`src/rtl/v2p_ceu_req_dec.sv`:
```
// rtl/v2p_ceu_req_dec.sv - CEU write-request decoder at the V2P ingress
//
// Decodes head+payload packets from the CEU write-request stream and turns
// them into single table commands for the V2P tables.
//   clk, rst                    : sole clock, asynchronous active-high reset
//   ceu_req_*                   : request stream (head valid on first beat only)
//   mtt_wr_*                    : one 64-bit MTT entry write per handshake
//   icm_map_*                   : one {virt, phys} ICM chunk per handshake
//   icm_unmap_*                 : ICM unmap command (virt, count)
//   mpt_wr_*                    : MPT context beats, forwarded as-is
//   mpt_inv_*                   : MPT invalidate command (index)
//   err_pulse                   : one-cycle pulse on a malformed/unknown packet
module v2p_ceu_req_dec #(
    parameter int TYPE_W   = 4,
    parameter int OPCODE_W = 4
) (
    input  logic         clk,
    input  logic         rst,
    input  logic         ceu_req_valid,
    output logic         ceu_req_ready,
    input  logic         ceu_req_last,
    input  logic [127:0] ceu_req_head,
    input  logic [255:0] ceu_req_data,
    output logic         mtt_wr_valid,
    input  logic         mtt_wr_ready,
    output logic [63:0]  mtt_wr_index,
    output logic [63:0]  mtt_wr_data,
    output logic         icm_map_valid,
    input  logic         icm_map_ready,
    output logic [63:0]  icm_map_virt,
    output logic [63:0]  icm_map_phys,
    output logic         icm_unmap_valid,
    input  logic         icm_unmap_ready,
    output logic [63:0]  icm_unmap_virt,
    output logic [31:0]  icm_unmap_cnt,
    output logic         mpt_wr_valid,
    input  logic         mpt_wr_ready,
    output logic         mpt_wr_last,
    output logic [31:0]  mpt_wr_index,
    output logic [255:0] mpt_wr_data,
    output logic         mpt_inv_valid,
    input  logic         mpt_inv_ready,
    output logic [31:0]  mpt_inv_index,
    output logic         err_pulse
);

    localparam logic [TYPE_W-1:0]   WR_MPT_TPT     = TYPE_W'(1);
    localparam logic [TYPE_W-1:0]   WR_MTT_TPT     = TYPE_W'(2);
    localparam logic [TYPE_W-1:0]   MAP_ICM_TPT    = TYPE_W'(3);
    localparam logic [OPCODE_W-1:0] WR_MPT_WRITE   = OPCODE_W'(1);
    localparam logic [OPCODE_W-1:0] WR_MPT_INVALID = OPCODE_W'(2);
    localparam logic [OPCODE_W-1:0] WR_MTT_WRITE   = OPCODE_W'(1);
    localparam logic [OPCODE_W-1:0] MAP_ICM_EN     = OPCODE_W'(1);
    localparam logic [OPCODE_W-1:0] MAP_ICM_DIS    = OPCODE_W'(2);

    typedef enum logic [2:0] {
        S_IDLE, S_MTT_SPLIT, S_ICM_SPLIT, S_MPT_FWD, S_BARE, S_DRAIN
    } state_t;

    state_t      state_q, state_d;
    logic [31:0] cnt_q, cnt_d;
    logic [63:0] lo_q, lo_d;
    logic [63:0] idx_q, idx_d;
    logic [31:0] rem_q, rem_d;
    logic [1:0]  sub_q, sub_d;     // k (MTT, 0..3) or j (ICM, bit 0)
    logic        inv_q, inv_d;     // BARE flavour: 1 = MPT invalidate, 0 = ICM unmap
    logic        err_q, err_d;

    logic [TYPE_W-1:0]   head_type;
    logic [OPCODE_W-1:0] head_op;
    logic [31:0]         head_cnt;
    logic                unused_head;
    logic                last_sub;
    logic                beat_end;
    logic                split_hs;
    logic                bare_hs;

    assign head_type   = ceu_req_head[127 -: TYPE_W];
    assign head_op     = ceu_req_head[127-TYPE_W -: OPCODE_W];
    assign head_cnt    = ceu_req_head[95:64];
    assign unused_head = ^ceu_req_head[127-TYPE_W-OPCODE_W:96];

    // The current beat is released on its last chunk or on the final entry.
    assign last_sub = (state_q == S_MTT_SPLIT) ? (sub_q == 2'd3) : sub_q[0];
    assign beat_end = last_sub || (rem_q == 32'd1);
    assign split_hs = (state_q == S_MTT_SPLIT) ? mtt_wr_ready : icm_map_ready;
    assign bare_hs  = inv_q ? mpt_inv_ready : icm_unmap_ready;

    always_ff @(posedge clk or posedge rst) begin
        if (rst) begin
            state_q <= S_IDLE;
            cnt_q   <= '0;
            lo_q    <= '0;
            idx_q   <= '0;
            rem_q   <= '0;
            sub_q   <= '0;
            inv_q   <= 1'b0;
            err_q   <= 1'b0;
        end else begin
            state_q <= state_d;
            cnt_q   <= cnt_d;
            lo_q    <= lo_d;
            idx_q   <= idx_d;
            rem_q   <= rem_d;
            sub_q   <= sub_d;
            inv_q   <= inv_d;
            err_q   <= err_d;
        end
    end

    always_comb begin
        state_d = state_q;
        cnt_d   = cnt_q;
        lo_d    = lo_q;
        idx_d   = idx_q;
        rem_d   = rem_q;
        sub_d   = sub_q;
        inv_d   = inv_q;
        err_d   = 1'b0;
        case (state_q)
            S_IDLE: begin
                if (ceu_req_valid) begin
                    cnt_d = head_cnt;
                    lo_d  = ceu_req_head[63:0];
                    idx_d = ceu_req_head[63:0];
                    rem_d = head_cnt;
                    sub_d = 2'd0;
                    inv_d = 1'b0;
                    if (head_type == MAP_ICM_TPT && head_op == MAP_ICM_EN) begin
                        state_d = (head_cnt == 32'd0) ? S_DRAIN : S_ICM_SPLIT;
                    end else if (head_type == MAP_ICM_TPT && head_op == MAP_ICM_DIS) begin
                        state_d = S_BARE;
                    end else if (head_type == WR_MPT_TPT && head_op == WR_MPT_WRITE) begin
                        state_d = S_MPT_FWD;
                    end else if (head_type == WR_MPT_TPT && head_op == WR_MPT_INVALID) begin
                        state_d = S_BARE;
                        inv_d   = 1'b1;
                    end else if (head_type == WR_MTT_TPT && head_op == WR_MTT_WRITE) begin
                        state_d = (head_cnt == 32'd0) ? S_DRAIN : S_MTT_SPLIT;
                    end else begin
                        state_d = S_DRAIN;
                        err_d   = 1'b1;
                    end
                end
            end
            S_MTT_SPLIT, S_ICM_SPLIT: begin
                if (split_hs) begin
                    idx_d = idx_q + 64'd1;
                    rem_d = rem_q - 32'd1;
                    sub_d = (state_q == S_MTT_SPLIT) ? sub_q + 2'd1 : {1'b0, ~sub_q[0]};
                    if (rem_q == 32'd1) begin
                        // Count satisfied: leftover beats, if any, are drained silently.
                        state_d = ceu_req_last ? S_IDLE : S_DRAIN;
                    end else if (beat_end && ceu_req_last) begin
                        // Packet ended before the advertised count was reached.
                        state_d = S_IDLE;
                        err_d   = 1'b1;
                    end
                end
            end
            S_MPT_FWD: begin
                if (ceu_req_valid && mpt_wr_ready && ceu_req_last) begin
                    state_d = S_IDLE;
                end
            end
            S_BARE: begin
                if (bare_hs) begin
                    state_d = ceu_req_last ? S_IDLE : S_DRAIN;
                end
            end
            S_DRAIN: begin
                if (ceu_req_valid && ceu_req_last) begin
                    state_d = S_IDLE;
                end
            end
            default: state_d = S_IDLE;
        endcase
    end

    always_comb begin
        ceu_req_ready   = 1'b0;
        mtt_wr_valid    = 1'b0;
        mtt_wr_index    = '0;
        mtt_wr_data     = '0;
        icm_map_valid   = 1'b0;
        icm_map_virt    = '0;
        icm_map_phys    = '0;
        icm_unmap_valid = 1'b0;
        icm_unmap_virt  = '0;
        icm_unmap_cnt   = '0;
        mpt_wr_valid    = 1'b0;
        mpt_wr_last     = 1'b0;
        mpt_wr_index    = '0;
        mpt_wr_data     = '0;
        mpt_inv_valid   = 1'b0;
        mpt_inv_index   = '0;
        case (state_q)
            S_MTT_SPLIT: begin
                mtt_wr_valid  = 1'b1;
                mtt_wr_index  = idx_q;
                mtt_wr_data   = ceu_req_data[{sub_q, 6'd0} +: 64];
                ceu_req_ready = mtt_wr_ready && beat_end;
            end
            S_ICM_SPLIT: begin
                icm_map_valid = 1'b1;
                icm_map_virt  = ceu_req_data[{sub_q[0], 7'd0} +: 64];
                icm_map_phys  = ceu_req_data[{sub_q[0], 7'd64} +: 64];
                ceu_req_ready = icm_map_ready && beat_end;
            end
            S_MPT_FWD: begin
                mpt_wr_valid  = ceu_req_valid;
                mpt_wr_last   = ceu_req_last;
                mpt_wr_data   = ceu_req_data;
                mpt_wr_index  = cnt_q;
                ceu_req_ready = mpt_wr_ready;
            end
            S_BARE: begin
                if (inv_q) begin
                    mpt_inv_valid = 1'b1;
                    mpt_inv_index = cnt_q;
                    ceu_req_ready = mpt_inv_ready;
                end else begin
                    icm_unmap_valid = 1'b1;
                    icm_unmap_virt  = lo_q;
                    icm_unmap_cnt   = cnt_q;
                    ceu_req_ready   = icm_unmap_ready;
                end
            end
            S_DRAIN: ceu_req_ready = 1'b1;
            default: ceu_req_ready = 1'b0;
        endcase
    end

    assign err_pulse = err_q;

endmodule

```
`config.mk`:
```
export PLATFORM = sky130hd
export DESIGN_NAME = v2p_ceu_req_dec
export DESIGN_NICKNAME = d
export VERILOG_FILES = /design/src/rtl/v2p_ceu_req_dec.sv
export SDC_FILE = /design/constraint.sdc
export NUM_CORES = 1
export LEC_CHECK = 0
export BUFFER_PORTS_ARGS = -buffer_cell sky130_fd_sc_hd__buf_2
export CORE_AREA = 5 5 409 411
export CTS_BUF_LIST = sky130_fd_sc_hd__clkbuf_8
export CTS_CLUSTER_DIAMETER = 200
export DETAILED_ROUTE_END_ITERATION = 16
export DIE_AREA = 0 0 414 416
export SLEW_MARGIN = 30
export SYNTH_ARGS = -nofsm -noshare
export SYNTH_HDL_FRONTEND = slang
export SYNTH_SLANG_ARGS = --single-unit
```
`constraint.sdc`:
```
create_clock -name clk -period 10.8 [get_ports clk]
set_input_delay 1.62 -clock clk [delete_from_list [all_inputs] [get_ports clk]]
set_output_delay 1.62 -clock clk [all_outputs]
set_load 0.05 [all_outputs]
```
**Word-level counts from Yosys, hierarchy flattened**

Index checks and enable logic that the tools add are counted.

- $add $sub $neg: 3
- $mul: 0
- Div/mod/pow operators: 0
- Magnitude comparators: 0
- Equality and inequality tests: 18
- Shift-type cells: 3
- Mux-type cells: 64
- Bitwise logic cells: 1
- Reduce and logical (&&, ||, !) cells: 19

Operator list:

| operator | count |
|---|---|
| indexed part select 256 x 9 -> 64 bit | 3 |
| 2-to-1 mux 64 bit | 8 |
| 2-to-1 mux 256 bit | 1 |
| 2-to-1 mux 32 bit | 7 |
| one-hot mux 64 bit (2 select lines) | 1 |
| adder 64 x 1 -> 64 bit, second input constant | 1 |
| one-hot mux 32 bit (2 select lines) | 1 |
| 2-to-1 mux 3 bit | 15 |
| == test 32 x 1 -> 1 bit, second input constant | 1 |
| zero test 32 bit | 1 |
| subtractor 32 x 1 -> 32 bit, second input constant | 1 |
| 2-to-1 mux 1 bit | 24 |
| one-hot mux 3 bit (5 select lines) | 1 |
| == test 4 x 2 -> 1 bit, second input constant | 3 |
| logical AND 1 bit | 11 |
| != test 2 bit, second input constant | 5 |
| == test 4 x 1 -> 1 bit, second input constant | 2 |
| == test 3 x 2 -> 1 bit, second input constant | 2 |
| == test 3 bit, second input constant | 2 |
| 2-to-1 mux 2 bit | 3 |
| AND reduction 6 bit | 1 |
| one-hot mux 1 bit (5 select lines) | 1 |
| one-hot mux 2 bit (2 select lines) | 1 |
| == test 3 x 1 -> 1 bit, second input constant | 1 |
| 11 further kinds | 11 |

- Register bits after elaboration: 199
- Bits in latches: 0
- RAM bits: 0
- Memory bits (read-only): 0
- Input bits: 393
- Output and inout bits: 680
- Memories kept: 0

**Logic depth before layout (Yosys ltp)**

Gate-level depths: netlist (run 1).

- Depth after elaboration: 9
- Gate-level depth with buffers: 10
- Gate-level depth less buffers: 8

**Least setup slack after synthesis (run 1)**

OpenSTA, ideal clock, no wires.

- Path kind: input port to output port
- Start: in icm_map_ready
- End: out ceu_req_ready
- Data arrival time: 2.978 ns
- Data required time: 9.180 ns
- Slack: 6.202 ns
- Stages: 4
- Path buffers: 1
- Cells stage by stage: nand3_1 -> a21o_1 -> clkbuf_1 -> o221ai_1

- Longest elaborated chain between the ends: 2

RTL lines:

| item | line | source |
|---|---|---|
| start, declared | 29 | `input logic icm_map_ready,` |
| logical AND 1 bit | 208 | `ceu_req_ready = icm_map_ready && beat_end;` |
| one-hot mux 1 bit (5 select lines) | 197 | `case (state_q)` |
| end, declared | 20 | `output logic ceu_req_ready,` |

Every way passes these cells.

**Final worst setup path (run 1)**

- Start: reg state_q[2]
- End: out mpt_wr_data[84]

- Longest elaborated chain between the ends: 2

RTL lines:

| item | line | source |
|---|---|---|
| start, declared | 60 | `state_t state_q, state_d;` |
| start signal, assigned | 100 | `state_q <= state_d;` |
| == test 3 x 2 -> 1 bit | 197 |  |
| 2-to-1 mux 256 bit | 197 |  |
| end, declared | 40 | `output logic [255:0] mpt_wr_data,` |

Every way passes these cells.

==> load_flow_metrics.sql, run 1 <==
INSERT INTO impl_metrics (metric_group, metric, value, unit) VALUES
('status', 'run_status', 'completed', ''),
('finish', 'mostFrequentLayoutCell', 'sky130_fd_sc_hd__buf_2', ''),
('routing', 'via_per_inst', '4.031', ''),
('synth', 'net_count_after_synthesis', '2637', ''),
('clocking', 'post_cts_resize_count', '0', ''),
('power_and_ir_drop', 'areal_power_density_over_the_cells', '243.8', 'nW/um^2'),
('critical_path', 'timing.critical_path.arrival', '4470', 'ps'),
('sta', 'fin_worst_hold_slack', '476.6', 'ps'),
('sta', 'timing.final.crit_period', '6089', 'ps'),
('power_and_ir_drop', 'internal-power', '2425', 'uW'),
('finish', 'layout.cells.most_common_list', 'sky130_fd_sc_hd__buf_2 (1,048), sky130_fd_sc_hd__and2_1 (545), sky130_fd_sc_hd__nand2_1 (362)', ''),
('placement', 'post_dp_hpwl', '152300', 'um'),
('power_and_ir_drop', 'netSwitchingPower', '3790', 'uW'),
('clocking', 'clock_pin_slew_on_the_worst_setup_and_hold_paths', '130', 'ps'),
('global_route', 'grt_start_max_net_pins', '82', ''),
('placement', 'preCtsSetupSlack', '5477', 'ps'),
('routing', 'detail_route.wl_per_cell', '33.01', 'um'),
('finish', 'nNetsFinal', '3555', ''),
('global_route', 'antenna_found_initial', '89', ''),
('critical_path', 'required_time_of_the_critical_path', '9180', 'ps'),
('die', 'die_y', '416', 'um'),
('clocking', 'numClockSinks', '199', ''),
('clocking', 'cts-htree-levels', '4', ''),
('synth', 'postSynth.asyncResetShare', '1.000', ''),
('global_route', 'gr-usage-all-layers', '0.1973', ''),
('synth', 'ys_types', '71', ''),
('sta', 'worst_pin_slew', '937.0', 'ps'),
('sta', 'unrepaired_setup_endpoints_after_global_routing', 'false', ''),
('routing', 'drtIter0Drc', '2053', ''),
('global_route', 'first_global_vias', '21111', ''),
('critical_path', 'crit_type', 'reg2out', ''),
('sta', 'timing_hold_violations_final', '0', ''),
('clocking', 'post-cts-setup-buffers', '0', ''),
('power_and_ir_drop', 'switching_share', '0.6099', ''),
('power_and_ir_drop', 'combinationalPowerShare', '0.657', ''),
('placement', 'place.gp.congestion', '0.9880', ''),
('power_and_ir_drop', 'power_frac_clock', '0.091', ''),
('clocking', 'quantity_of_hold_fixing_buffers_added_after_cts', '0', ''),
('finish', 'finish.instance_area', '25490', 'sq um'),
('finish', 'area.growth.synth_to_final', '46.89', '%'),
('synth', 'synth_top_cell_area_share', '0.2870', ''),
('sta', 'finalMaxSlewViolations', '0', ''),
('synth', 'synth.largest_area_cell', 'sky130_fd_sc_hd__dfrtp_1', ''),
('synth', 'yosysWarningCount', '0', ''),
('routing', 'detail_route.drc_violations', '0', ''),
('die', 'number_of_top_level_design_ports', '1073', ''),
('die', 'die_area', '172200', 'sq um'),
('job', 'maxCapViolations', '0', ''),
('power_and_ir_drop', 'static-leakage-power', '0.01261', 'uW'),
('sta', 'max-slew-margin-rel', '0.3753', ''),
('clocking', 'clkLatencyLatePin', '650', 'ps'),
('synth', 'synth.ff_latch_count', '199', ''),
('synth', 'number_of_synthesized_flops_with_an_enable_pin', '0', ''),
('global_route', 'grt_first_pass_wirelength', '225200', 'um'),
('finish', 'drive_gt1_frac', '0.3819', ''),
('power_and_ir_drop', 'peakVddDrop', '0.2075', 'mV'),
('clocking', 'clock_tree_from_tritoncts', 'done', ''),
('critical_path', 'path_max_fanout', '81', ''),
('sta', 'timing.clock.skew', '24.96', 'ps'),
('synth', 'synth_sequential_area_ratio', '0.2870', ''),
('placement', 'post_dp_cell_area', '24980', 'sq um'),
('die', 'initial_core_util', '0.1060', ''),
('routing', 'first_pass_iters', '7', ''),
('placement', 'count_of_input_and_output_buffers', '1048', ''),
('sta', 'timing.final.ws_setup', '4711', 'ps'),
('synth', 'ys_dominant_reg_cell', 'sky130_fd_sc_hd__dfrtp_1', ''),
('die', 'num_rows', '149', ''),
('die', 'fp.dieW', '414', 'um'),
('critical_path', 'start_kind', 'flop', ''),
('sta', 'fin_setup_tns', '0', 'ps'),
('finish', 'layout.core_utilization', '0.1557', '');
==> metrics by stage <==
stage          total power, uW  std cells
3_3_place_gp              5622       5327
4_1_cts                   6260       5359
6_report                  6215       5381
3_5_place_dp              5661       5327
5_1_grt                   6591       5367
2_1_floorplan             4067       2240
==> cell usage after synthesis, drive strengths merged (5+ instances only) <==
| cell type | instances |
|---|---|
| nor2 | 237 |
| and2 | 547 |
| nor3 | 35 |
| o31ai | 7 |
| o22ai | 30 |
| nor2b | 5 |
| nand2 | 364 |
| or2 | 5 |
| dfrtp | 199 |
| a211oi | 22 |
| a21oi | 92 |
| or4 | 7 |
| nand3 | 41 |
| or3 | 15 |
| a31oi | 14 |
| nand4 | 22 |
| o21a | 6 |
| clkbuf | 143 |
| buf | 37 |
| o21ai | 60 |
| inv | 18 |
| nand2b | 8 |
| and4 | 6 |
| and3 | 17 |
| mux4 | 64 |
| o22a | 5 |
| a2bb2oi | 7 |
| mux2i | 132 |
| nor4 | 26 |
| o32ai | 8 |
==> critical path, cell delays in order, from the launching register on <==
cell	delay [ps]
sky130_fd_sc_hd__dfrtp_1	640
sky130_fd_sc_hd__nor2b_1	340
sky130_fd_sc_hd__and2_4	730
sky130_fd_sc_hd__buf_4	650
sky130_fd_sc_hd__buf_4	570
sky130_fd_sc_hd__and2_1	310
sky130_fd_sc_hd__buf_2	410
==> path summary, 6_finish.rpt <==
kind                             from              end  slack (ps)  depth (start not counted)
min in group asynchronous         rst        cnt_q[24]         990                          2
min                          lo_q[12]         lo_q[12]         480                          2
max in group asynchronous         rst         lo_q[54]        7770                          4
min reg2reg                  lo_q[12]         lo_q[12]         480                          2
max                        state_q[2]  mpt_wr_data[84]        4710                          6
max reg2reg                state_q[2]        rem_q[14]        6600                          8
==> routing by layer <==
layer / track usage / vias up / routed length (um)
met2: 0.2811 / 1205 / 71700
met1: 0.2504 / 10785 / 75720
met3: 0.1239 / 179 / 25640
met4: 0.04294 / 24 / 4403
li1: - / 9497 / -
met5: 0 / - / 169
==> cells by family (layout without fill, tap and decap cells) <==
family / count (synthesis) / count (layout) / synth area share
and+or+nand+nor: 1352 / 1352 / 0.4025
AOI/OAI and AO/OA: 288 / 288 / 0.1035
DFF: 199 / 199 / 0.2870
buffers and inverters: 199 / 1130 / 0.04383
muxes: 197 / 197 / 0.1598
adders and majority gates: 5 / 5 / 0.003461
other: 0 / 21 / 0
==> sequential cells by signal, indices dropped and copies added, names as in the netlist <==
signal and count:
state_q 3, sub_q 2, idx_q 64, lo_q 64
cnt_q 32, err_pulse 1, inv_q 1, rem_q 32
==> final cells by class <==
type,instances,area (sq um),area share
well taps,2189,2739,0.1074
flip-flops and latches,199,4987,0.1956
inverters,19,81.33,0.003190
diodes,21,52.55,0.002061
clock buffers,20,275.3,0.01080
repair buffers,1079,5502,0.2158
multi-input cells,1842,11700,0.4590
clock inverters,12,153.9,0.006037
==> power groups by stage <==
stage | Sequential [uW] | Clock (uW) | Combinational (uW)
finish | 1560 | 568 | 4090
detailed placement | 1560 | 0 | 4100
floorplan | 1330 | 0 | 2740
global placement | 1550 | 0 | 4080
CTS | 1550 | 589 | 4120
global route | 1620 | 608 | 4370
(Power assumes the default switching activity.)
==> run 2, diff against run 1 <==
==> constraint.sdc (replaced) <==
create_clock -name clk -period 5.3 [get_ports clk]
set_input_delay 0.795 -clock clk [delete_from_list [all_inputs] [get_ports clk]]
set_output_delay 0.795 -clock clk [all_outputs]
set_load 0.05 [all_outputs]
==> run 2 against run 1 <==
  * Wire length decreased by 1.2%
  * Final cell count increased by 0.67%
  * Non-clock buffer count increased by 12
  * Utilization increased by 0.21 points
  * Critical path depth unchanged
  * Register-to-register slack got worse by 4600 ps
  * Sequential share of layout area decreased by 0.26 points
  * Final area increased by 1.3%
  * Power increased by 110%
  * Sequential power increased by 110%
  * Clock power increased by 110%
  * Largest cell class unchanged
==> load_flow_metrics.sql, run 2 (same netlist as run 1, synthesis figures left out) <==
INSERT INTO impl_metrics (metric_group, metric, value, unit) VALUES
('critical_path', 'worst_r2r_endpoint', 'idx_q[58]', ''),
('sta', 'timing.clock.skew', '42.57', 'ps'),
('clocking', 'clkLatencyLatePin', '660', 'ps'),
('sta', 'finalMaxSlewViolations', '0', ''),
('critical_path', 'required_time_of_the_critical_path', '4510', 'ps'),
('sta', 'worst_pin_slew', '1069', 'ps'),
('clocking', 'clock-root-buffer', 'sky130_fd_sc_hd__clkbuf_8', ''),
('placement', 'post_dp_hpwl', '150800', 'um'),
('critical_path', 'crit_type', 'reg2out', ''),
('power_and_ir_drop', 'static-leakage-power', '0.01273', 'uW'),
('clocking', 'post-cts-setup-buffers', '0', ''),
('routing', 'detail_route.drc_violations', '0', ''),
('routing', 'first_pass_iters', '5', ''),
('global_route', 'antenna_found_initial', '90', ''),
('critical_path', 'worstRegToRegCells', '6', ''),
('clocking', 'clockBufferDepth', '2', ''),
('sta', 'timing_hold_violations_final', '0', ''),
('global_route', 'gr-usage-all-layers', '0.1943', ''),
('finish', 'top_regs', 'idx_q (64), lo_q (64)', ''),
('die', 'fp.dieW', '414', 'um'),
('die', 'die_area', '172200', 'sq um'),
('routing', 'postRouteAntennaNets', '0', ''),
('global_route', 'grt_start_max_net_pins', '122', ''),
('clocking', 'cts-htree-levels', '4', ''),
('clocking', 'clock_pin_slew_on_the_worst_setup_and_hold_paths', '160', 'ps'),
('critical_path', 'path_max_fanout', '7', ''),
('sta', 'timing.final.ws_setup', '1078', 'ps'),
('job', 'maxCapViolations', '0', ''),
('finish', 'nNetsFinal', '3567', ''),
('sta', 'fin_setup_tns', '0', 'ps'),
('die', 'placeableCoreArea', '163700', 'sq um'),
('critical_path', 'r2r_start', 'idx_q[13]', ''),
('global_route', 'grt-ovfl-total', '0', ''),
('clocking', 'clock_tree_from_tritoncts', 'done', ''),
('power_and_ir_drop', 'peakVddDrop', '0.4051', 'mV'),
('sta', 'unrepaired_setup_endpoints_after_global_routing', 'false', ''),
('clocking', 'post_cts_resize_count', '0', ''),
('sta', 'timing.final.crit_period', '4222', 'ps'),
('critical_path', 'timing.critical_path.arrival', '3430', 'ps'),
('routing', 'met2_length', '68380', 'um'),
('clocking', 'quantity_of_hold_fixing_buffers_added_after_cts', '0', ''),
('routing', 'drtIter0Drc', '2665', ''),
('power_and_ir_drop', 'areal_power_density_over_the_cells', '499.5', 'nW/um^2'),
('routing', 'routed_wirelength', '175500', 'um'),
('critical_path', 'start_kind', 'flop', ''),
('sta', 'max_freq', '236.8', 'MHz'),
('power_and_ir_drop', 'total_power', '12900', 'uW'),
('routing', 'route.vias.total', '22403', ''),
('die', 'num_rows', '149', ''),
('worst_hold_path', 'timing.hold.worst.class', 'in2async', ''),
('finish', 'mostFrequentLayoutCell', 'sky130_fd_sc_hd__buf_2', ''),
('clocking', 'numClockSinks', '199', ''),
('routing', 'detail_route.wl_per_cell', '32.39', 'um'),
('finish', 'layout.cells.most_common_list', 'sky130_fd_sc_hd__buf_2 (1,048), sky130_fd_sc_hd__and2_1 (545), sky130_fd_sc_hd__nand2_1 (362)', ''),
('global_route', 'first_global_vias', '21375', ''),
('die', 'number_of_top_level_design_ports', '1073', ''),
('sta', 'timing.final.setup_violations', '0', ''),
('finish', 'area.growth.synth_to_final', '48.85', '%'),
('die', 'die_y', '416', 'um'),
('critical_path', 'ff2ff_setup_slack', '1980', 'ps'),
('global_route', 'grt_first_pass_wirelength', '222600', 'um'),
('routing', 'dr.max_layer_used', 'met5', ''),
('routing', 'wl_met1', '77800', 'um'),
('placement', 'place.gp.congestion', '1.027', ''),
('routing', 'via_per_inst', '4.136', ''),
('die', 'initial_core_util', '0.1060', ''),
('finish', 'drive_gt1_frac', '0.3849', ''),
('sta', 'fin_crit_sh', '0.7966', ''),
('placement', 'count_of_input_and_output_buffers', '1048', ''),
('placement', 'preCtsSetupSlack', '1717', 'ps'),
('clocking', 'numCtsBuffers', '17', ''),
('finish', 'post_layout_nonfiller_instances', '5417', ''),
('sta', 'max-slew-margin-rel', '0.2813', ''),
('critical_path', 'critical_path.endpoint_type', 'output port', ''),
('routing', 'met3RoutedLength', '23820', 'um'),
('status', 'run_status', 'completed', ''),
('placement', 'placed_cells', '5339', '');
## run 2: cell type report
cell class	count	area [sq um]
antenna	45	112.6
clock buffer	17	234.0
clock inverter	15	230.2
fill	18933	137900
inverter	19	77.57
multi-input combinational	1842	11710
sequential	199	4987
tap	2189	2739
timing repair buffer	1091	5746
## run 2: stage by stage
step           hold WS [ps]  instance area (sq um)    util
4_1_cts               124.4                  25690  0.1570
5_1_grt               183.5                  25750  0.1573
6_report              194.0                  25830  0.1578
3_5_place_dp          456.5                  25230  0.1541
2_1_floorplan         437.4                  17360       -
3_3_place_gp          456.8                  25190  0.1539
## run 2: critical path, stage by stage (launching register included)
cell and delay (ps):
sky130_fd_sc_hd__dfrtp_1 470, sky130_fd_sc_hd__or3_1 480, sky130_fd_sc_hd__or3_1 530, sky130_fd_sc_hd__and4b_1 560
sky130_fd_sc_hd__nor2b_1 90, sky130_fd_sc_hd__o221ai_1 180, sky130_fd_sc_hd__buf_2 440
## run 2: worst max-delay path by stage
stage                        startpoint             to  cells past startpoint  slack (ps)
after floorplan                     rst       cnt_q[0]                      1        1930
after global placement    ceu_req_valid       lo_q[37]                      8        1480
after detailed placement  ceu_req_valid       lo_q[51]                      9        1720
after CTS                     rem_q[24]  ceu_req_ready                      6         960
after global routing          rem_q[24]  ceu_req_ready                      6         860
final                         rem_q[24]  ceu_req_ready                      6        1080
## run 2: layer usage
layer	GRT usage	up-vias
met1	0.2623	11298
met2	0.2636	1354
met4	0.05869	16
li1	-	9545
met3	0.1033	190
met5	0	-
## run 2: power by group
group	internal, uW	total [uW]	switching [uW]
combinational	2400	8480	6090
clock	388	1200	808
sequential	2230	3220	996
total	5010	12900	7890
==> run 3, diff against run 2 <==
--- a/config.mk
+++ b/config.mk
@@ -5,12 +5,13 @@
 export SDC_FILE = /design/constraint.sdc
 export NUM_CORES = 1
 export LEC_CHECK = 0
+export ABC_AREA = 1
 export BUFFER_PORTS_ARGS = -buffer_cell sky130_fd_sc_hd__buf_2
-export CORE_AREA = 5 5 409 411
+export CORE_AREA = 5 5 419 421
 export CTS_BUF_LIST = sky130_fd_sc_hd__clkbuf_8
 export CTS_CLUSTER_DIAMETER = 200
 export DETAILED_ROUTE_END_ITERATION = 16
-export DIE_AREA = 0 0 414 416
+export DIE_AREA = 0 0 424 426
 export SLEW_MARGIN = 30
 export SYNTH_ARGS = -nofsm -noshare
 export SYNTH_HDL_FRONTEND = slang
==> constraint.sdc (replaced) <==
create_clock -name clk -period 4.13 [get_ports clk]
set_input_delay 0.6195 -clock clk [delete_from_list [all_inputs] [get_ports clk]]
set_output_delay 0.6195 -clock clk [all_outputs]
set_load 0.05 [all_outputs]
==> run 3 against run 2 <==
  * Sequential power rose by 18%
  * Final cell count increased by 19%
  * Synthesized area rose by 4.6%
  * Via count up 15%
  * First-iteration DRC count down 19%
  * Power is 33% higher
==> load_flow_metrics.sql, run 3 <==
INSERT INTO impl_metrics (metric_group, metric, value, unit) VALUES
('status', 'run_status', 'completed', ''),
('critical_path', 'worst_r2r_endpoint', 'idx_q[52]', ''),
('finish', 'post_layout_nonfiller_instances', '6468', ''),
('synth', 'synth_top_cell_area_share', '0.2742', ''),
('synth', 'ys_dominant_reg_cell', 'sky130_fd_sc_hd__dfrtp_1', ''),
('power_and_ir_drop', 'total_power', '17170', 'uW'),
('die', 'placeableCoreArea', '171000', 'sq um'),
('clocking', 'clkLatencyLatePin', '560', 'ps'),
('synth', 'synth.largest_area_cell', 'sky130_fd_sc_hd__dfrtp_1', ''),
('global_route', 'grt_start_max_net_pins', '173', ''),
('critical_path', 'critical_path.max_stage_delay', '630', 'ps'),
('finish', 'layout.cells.most_common_list', 'sky130_fd_sc_hd__buf_2 (1,047), sky130_fd_sc_hd__nor2_1 (830), sky130_fd_sc_hd__nand2_1 (650)', ''),
('critical_path', 'required_time_of_the_critical_path', '3510', 'ps'),
('finish', 'nNetsFinal', '4607', ''),
('finish', 'layout.filler_cells', '20253', ''),
('routing', 'drtIter0Drc', '2166', ''),
('placement', 'post_dp_hpwl', '140600', 'um'),
('placement', 'placed_cells', '6416', ''),
('synth', 'number_of_synthesized_flops_with_an_enable_pin', '0', ''),
('routing', 'route.vias.total', '25854', ''),
('sta', 'finalMaxSlewViolations', '0', ''),
('placement', 'count_of_input_and_output_buffers', '1048', ''),
('finish', 'mostFrequentLayoutCell', 'sky130_fd_sc_hd__buf_2', ''),
('placement', 'preCtsSetupSlack', '587.8', 'ps'),
('sta', 'fin_worst_hold_slack', '210.8', 'ps'),
('sta', 'timing.final.crit_period', '3989', 'ps'),
('placement', 'place.gp.congestion', '0.9749', ''),
('finish', 'area.growth.synth_to_final', '47.58', '%'),
('finish', 'top_regs', 'idx_q (64), lo_q (64)', ''),
('synth', 'postSynthCellCount', '3255', ''),
('clocking', 'clock_tree_from_tritoncts', 'done', ''),
('sta', 'unrepaired_setup_endpoints_after_global_routing', 'true', ''),
('synth', 'yosysWarningCount', '0', ''),
('routing', 'via_per_inst', '3.997', ''),
('die', 'die_area', '180600', 'sq um'),
('global_route', 'globalRoute.busiestLayer', 'met2', ''),
('critical_path', 'ff2ff_setup_slack', '900', 'ps'),
('clocking', 'cts-htree-levels', '4', ''),
('power_and_ir_drop', 'areal_power_density_over_the_cells', '640.6', 'nW/um^2'),
('finish', 'drive_gt1_frac', '0.2856', ''),
('sta', 'worst_pin_slew', '876.3', 'ps'),
('die', 'num_rows', '152', ''),
('critical_path', 'timing.critical_path.arrival', '3370', 'ps'),
('synth', 'synth_common_cells', 'sky130_fd_sc_hd__nor2_1 (830), sky130_fd_sc_hd__nand2_1 (652), sky130_fd_sc_hd__inv_1 (527), sky130_fd_sc_hd__a21oi_1 (349), sky130_fd_sc_hd__o21ai_0 (205)', ''),
('sta', 'fin_crit_sh', '0.9659', ''),
('routing', 'first_pass_iters', '5', ''),
('global_route', 'gr-usage-met2', '0.3033', ''),
('clocking', 'numClockSinks', '199', ''),
('routing', 'detail_route.wl_per_cell', '25.37', 'um'),
('routing', 'detail_route.drc_violations', '0', ''),
('die', 'initial_core_util', '0.1062', ''),
('critical_path', 'worstRegToRegCells', '9', ''),
('global_route', 'grt_first_pass_wirelength', '212500', 'um'),
('sta', 'timing.clock.skew', '25.56', 'ps'),
('sta', 'max-slew-margin-rel', '0.4158', ''),
('routing', 'postRouteAntennaNets', '0', ''),
('clocking', 'numCtsBuffers', '17', ''),
('critical_path', 'cp_slowest_cell', 'sky130_fd_sc_hd__nor2_1', ''),
('power_and_ir_drop', 'static-leakage-power', '0.01526', 'uW'),
('routing', 'routed_wirelength', '164100', 'um'),
('critical_path', 'start_kind', 'flop', ''),
('synth', 'synth.ff_latch_count', '199', ''),
('global_route', 'antenna_found_initial', '30', ''),
('synth', 'postSynth.asyncResetShare', '1.000', ''),
('sta', 'max_freq', '250.7', 'MHz'),
('sta', 'fin_setup_tns', '0', 'ps'),
('critical_path', 'cp_num_cells', '6', ''),
('global_route', 'grtUsageMet3', '0.02843', ''),
('worst_hold_path', 'timing.hold.worst.class', 'in2async', ''),
('synth', 'synthesis.area_per_instance', '5.579', 'sq um'),
('critical_path', 'timing.critical_path.buf_inv', '4', ''),
('die', 'die_y', '426', 'um'),
('critical_path', 'worstPathCellList', 'inv_1, nand3_4, buf_12, buf_16, nor2_1, buf_2', ''),
('critical_path', 'crit_type', 'reg2out', ''),
('sta', 'timing_hold_violations_final', '0', ''),
('critical_path', 'critical_path.endpoint_type', 'output port', ''),
('critical_path', 'worst_path_dominant_cell_family', 'buffers and inverters', ''),
('die', 'fp.dieW', '424', 'um'),
('global_route', 'gr-usage-met1', '0.1992', ''),
('power_and_ir_drop', 'peakVddDrop', '0.4281', 'mV'),
('job', 'maxCapViolations', '0', ''),
('synth', 'yosys.cell_count.top_type', 'sky130_fd_sc_hd__nor2_1', ''),
('synth', 'net_count_after_synthesis', '3652', ''),
('synth', 'synth_area', '18160', 'sq um'),
('global_route', 'first_global_vias', '24432', ''),
('clocking', 'clock_pin_slew_on_the_worst_setup_and_hold_paths', '120', 'ps'),
('clocking', 'clockBufferDepth', '2', ''),
('clocking', 'clock-root-buffer', 'sky130_fd_sc_hd__clkbuf_8', ''),
('synth', 'ys_types', '35', ''),
('critical_path', 'path_max_fanout', '147', ''),
('global_route', 'gr-usage-all-layers', '0.1695', ''),
('synth', 'synth_sequential_area_ratio', '0.2742', ''),
('die', 'number_of_top_level_design_ports', '1073', ''),
('sta', 'timing.final.setup_violations', '0', ''),
('synth', 'synth.area.top_cells', 'sky130_fd_sc_hd__dfrtp_1 (27%), sky130_fd_sc_hd__nor2_1 (17%), sky130_fd_sc_hd__nand2_1 (13%)', ''),
('global_route', 'grt-ovfl-total', '0', ''),
('sta', 'timing.final.ws_setup', '140.9', 'ps'),
('critical_path', 'r2r_start', 'state_q[2]', '');
-- run 3: changes by cell type in the layout (fill, tap and decap cells not counted), sizes merged, moves of 132 or more --
cell,delta
inv,+510
o21ai,+149
a21oi,+257
and2,-544
mux2i,-132
nor2,+601
nand2,+289
-- run 3: cells by family (layout without fill, tap and decap cells) --
kind of cell	count (synthesis)	in the layout	synth area share
muxes	11	11	0.006821
adders and majority gates	4	4	0.002756
buffers and inverters	730	1697	0.1545
and+or+nand+nor	1638	1639	0.3546
AOI/OAI and AO/OA	647	647	0.1946
xor gates and xnor gates	26	26	0.01254
DFF	199	199	0.2742
other	0	12	0
-- run 3: what timing repair did --
item / 4_1_cts / 5_1_grt
setup endpoints to repair: 2 / 1
resized for setup: 2 / 0
hold buffers: 0 / 0
pin swaps: 0 / 1
cloned: 0 / 1
buffers inserted: 0 / 6
-- run 3: area by class of cell --
type                            count  area (sq um)  area share
Antenna cell                       12         30.03    0.001120
Clock buffer                       18         247.7    0.009244
Clock inverter                     14         191.4    0.007143
Inverter                          531          2007     0.07488
Multi-Input combinational cell   2327         10430      0.3893
Sequential cell                   199          4984      0.1859
Tap cell                         2233          2794      0.1042
Timing Repair Buffer             1134          6113      0.2281
-- run 3: per-stage QoR --
stage | instance area (sq um) | utilization
2_1_floorplan | 18160 | -
3_3_place_gp | 26230 | 0.1534
3_5_place_dp | 26230 | 0.1534
4_1_cts | 26680 | 0.1560
5_1_grt | 26790 | 0.1567
6_report | 26800 | 0.1568
-- run 3: worst max path at each step --
stage          startpoint                to  slack (ps)
6_report       state_q[2]  mpt_wr_data[112]         140
5_1_grt        state_q[2]   mtt_wr_data[11]        -0.9
4_1_cts        state_q[2]   mtt_wr_data[40]          80
3_5_place_dp   state_q[2]   mtt_wr_data[61]         590
3_3_place_gp   state_q[2]   mtt_wr_data[61]         610
2_1_floorplan         rst          cnt_q[0]         940
-- run 3: power breakdown --
group / switching [uW] / total, uW / internal, uW / leakage (uW)
combinational: 9090 / 11900 / 2770 / 0.0126
sequential: 898 / 3810 / 2910 / 0.00241
clock: 870 / 1500 / 634 / 0.000225
-- run 3: routing by layer --
layer	share of wire	wire [um]	vias to the layer above
met1	0.39	64190	12464
met5	0.00022	36	-
met3	0.058	9574	199
li1	-	-	12040
met4	0.052	8463	6
met2	0.50	81830	1145
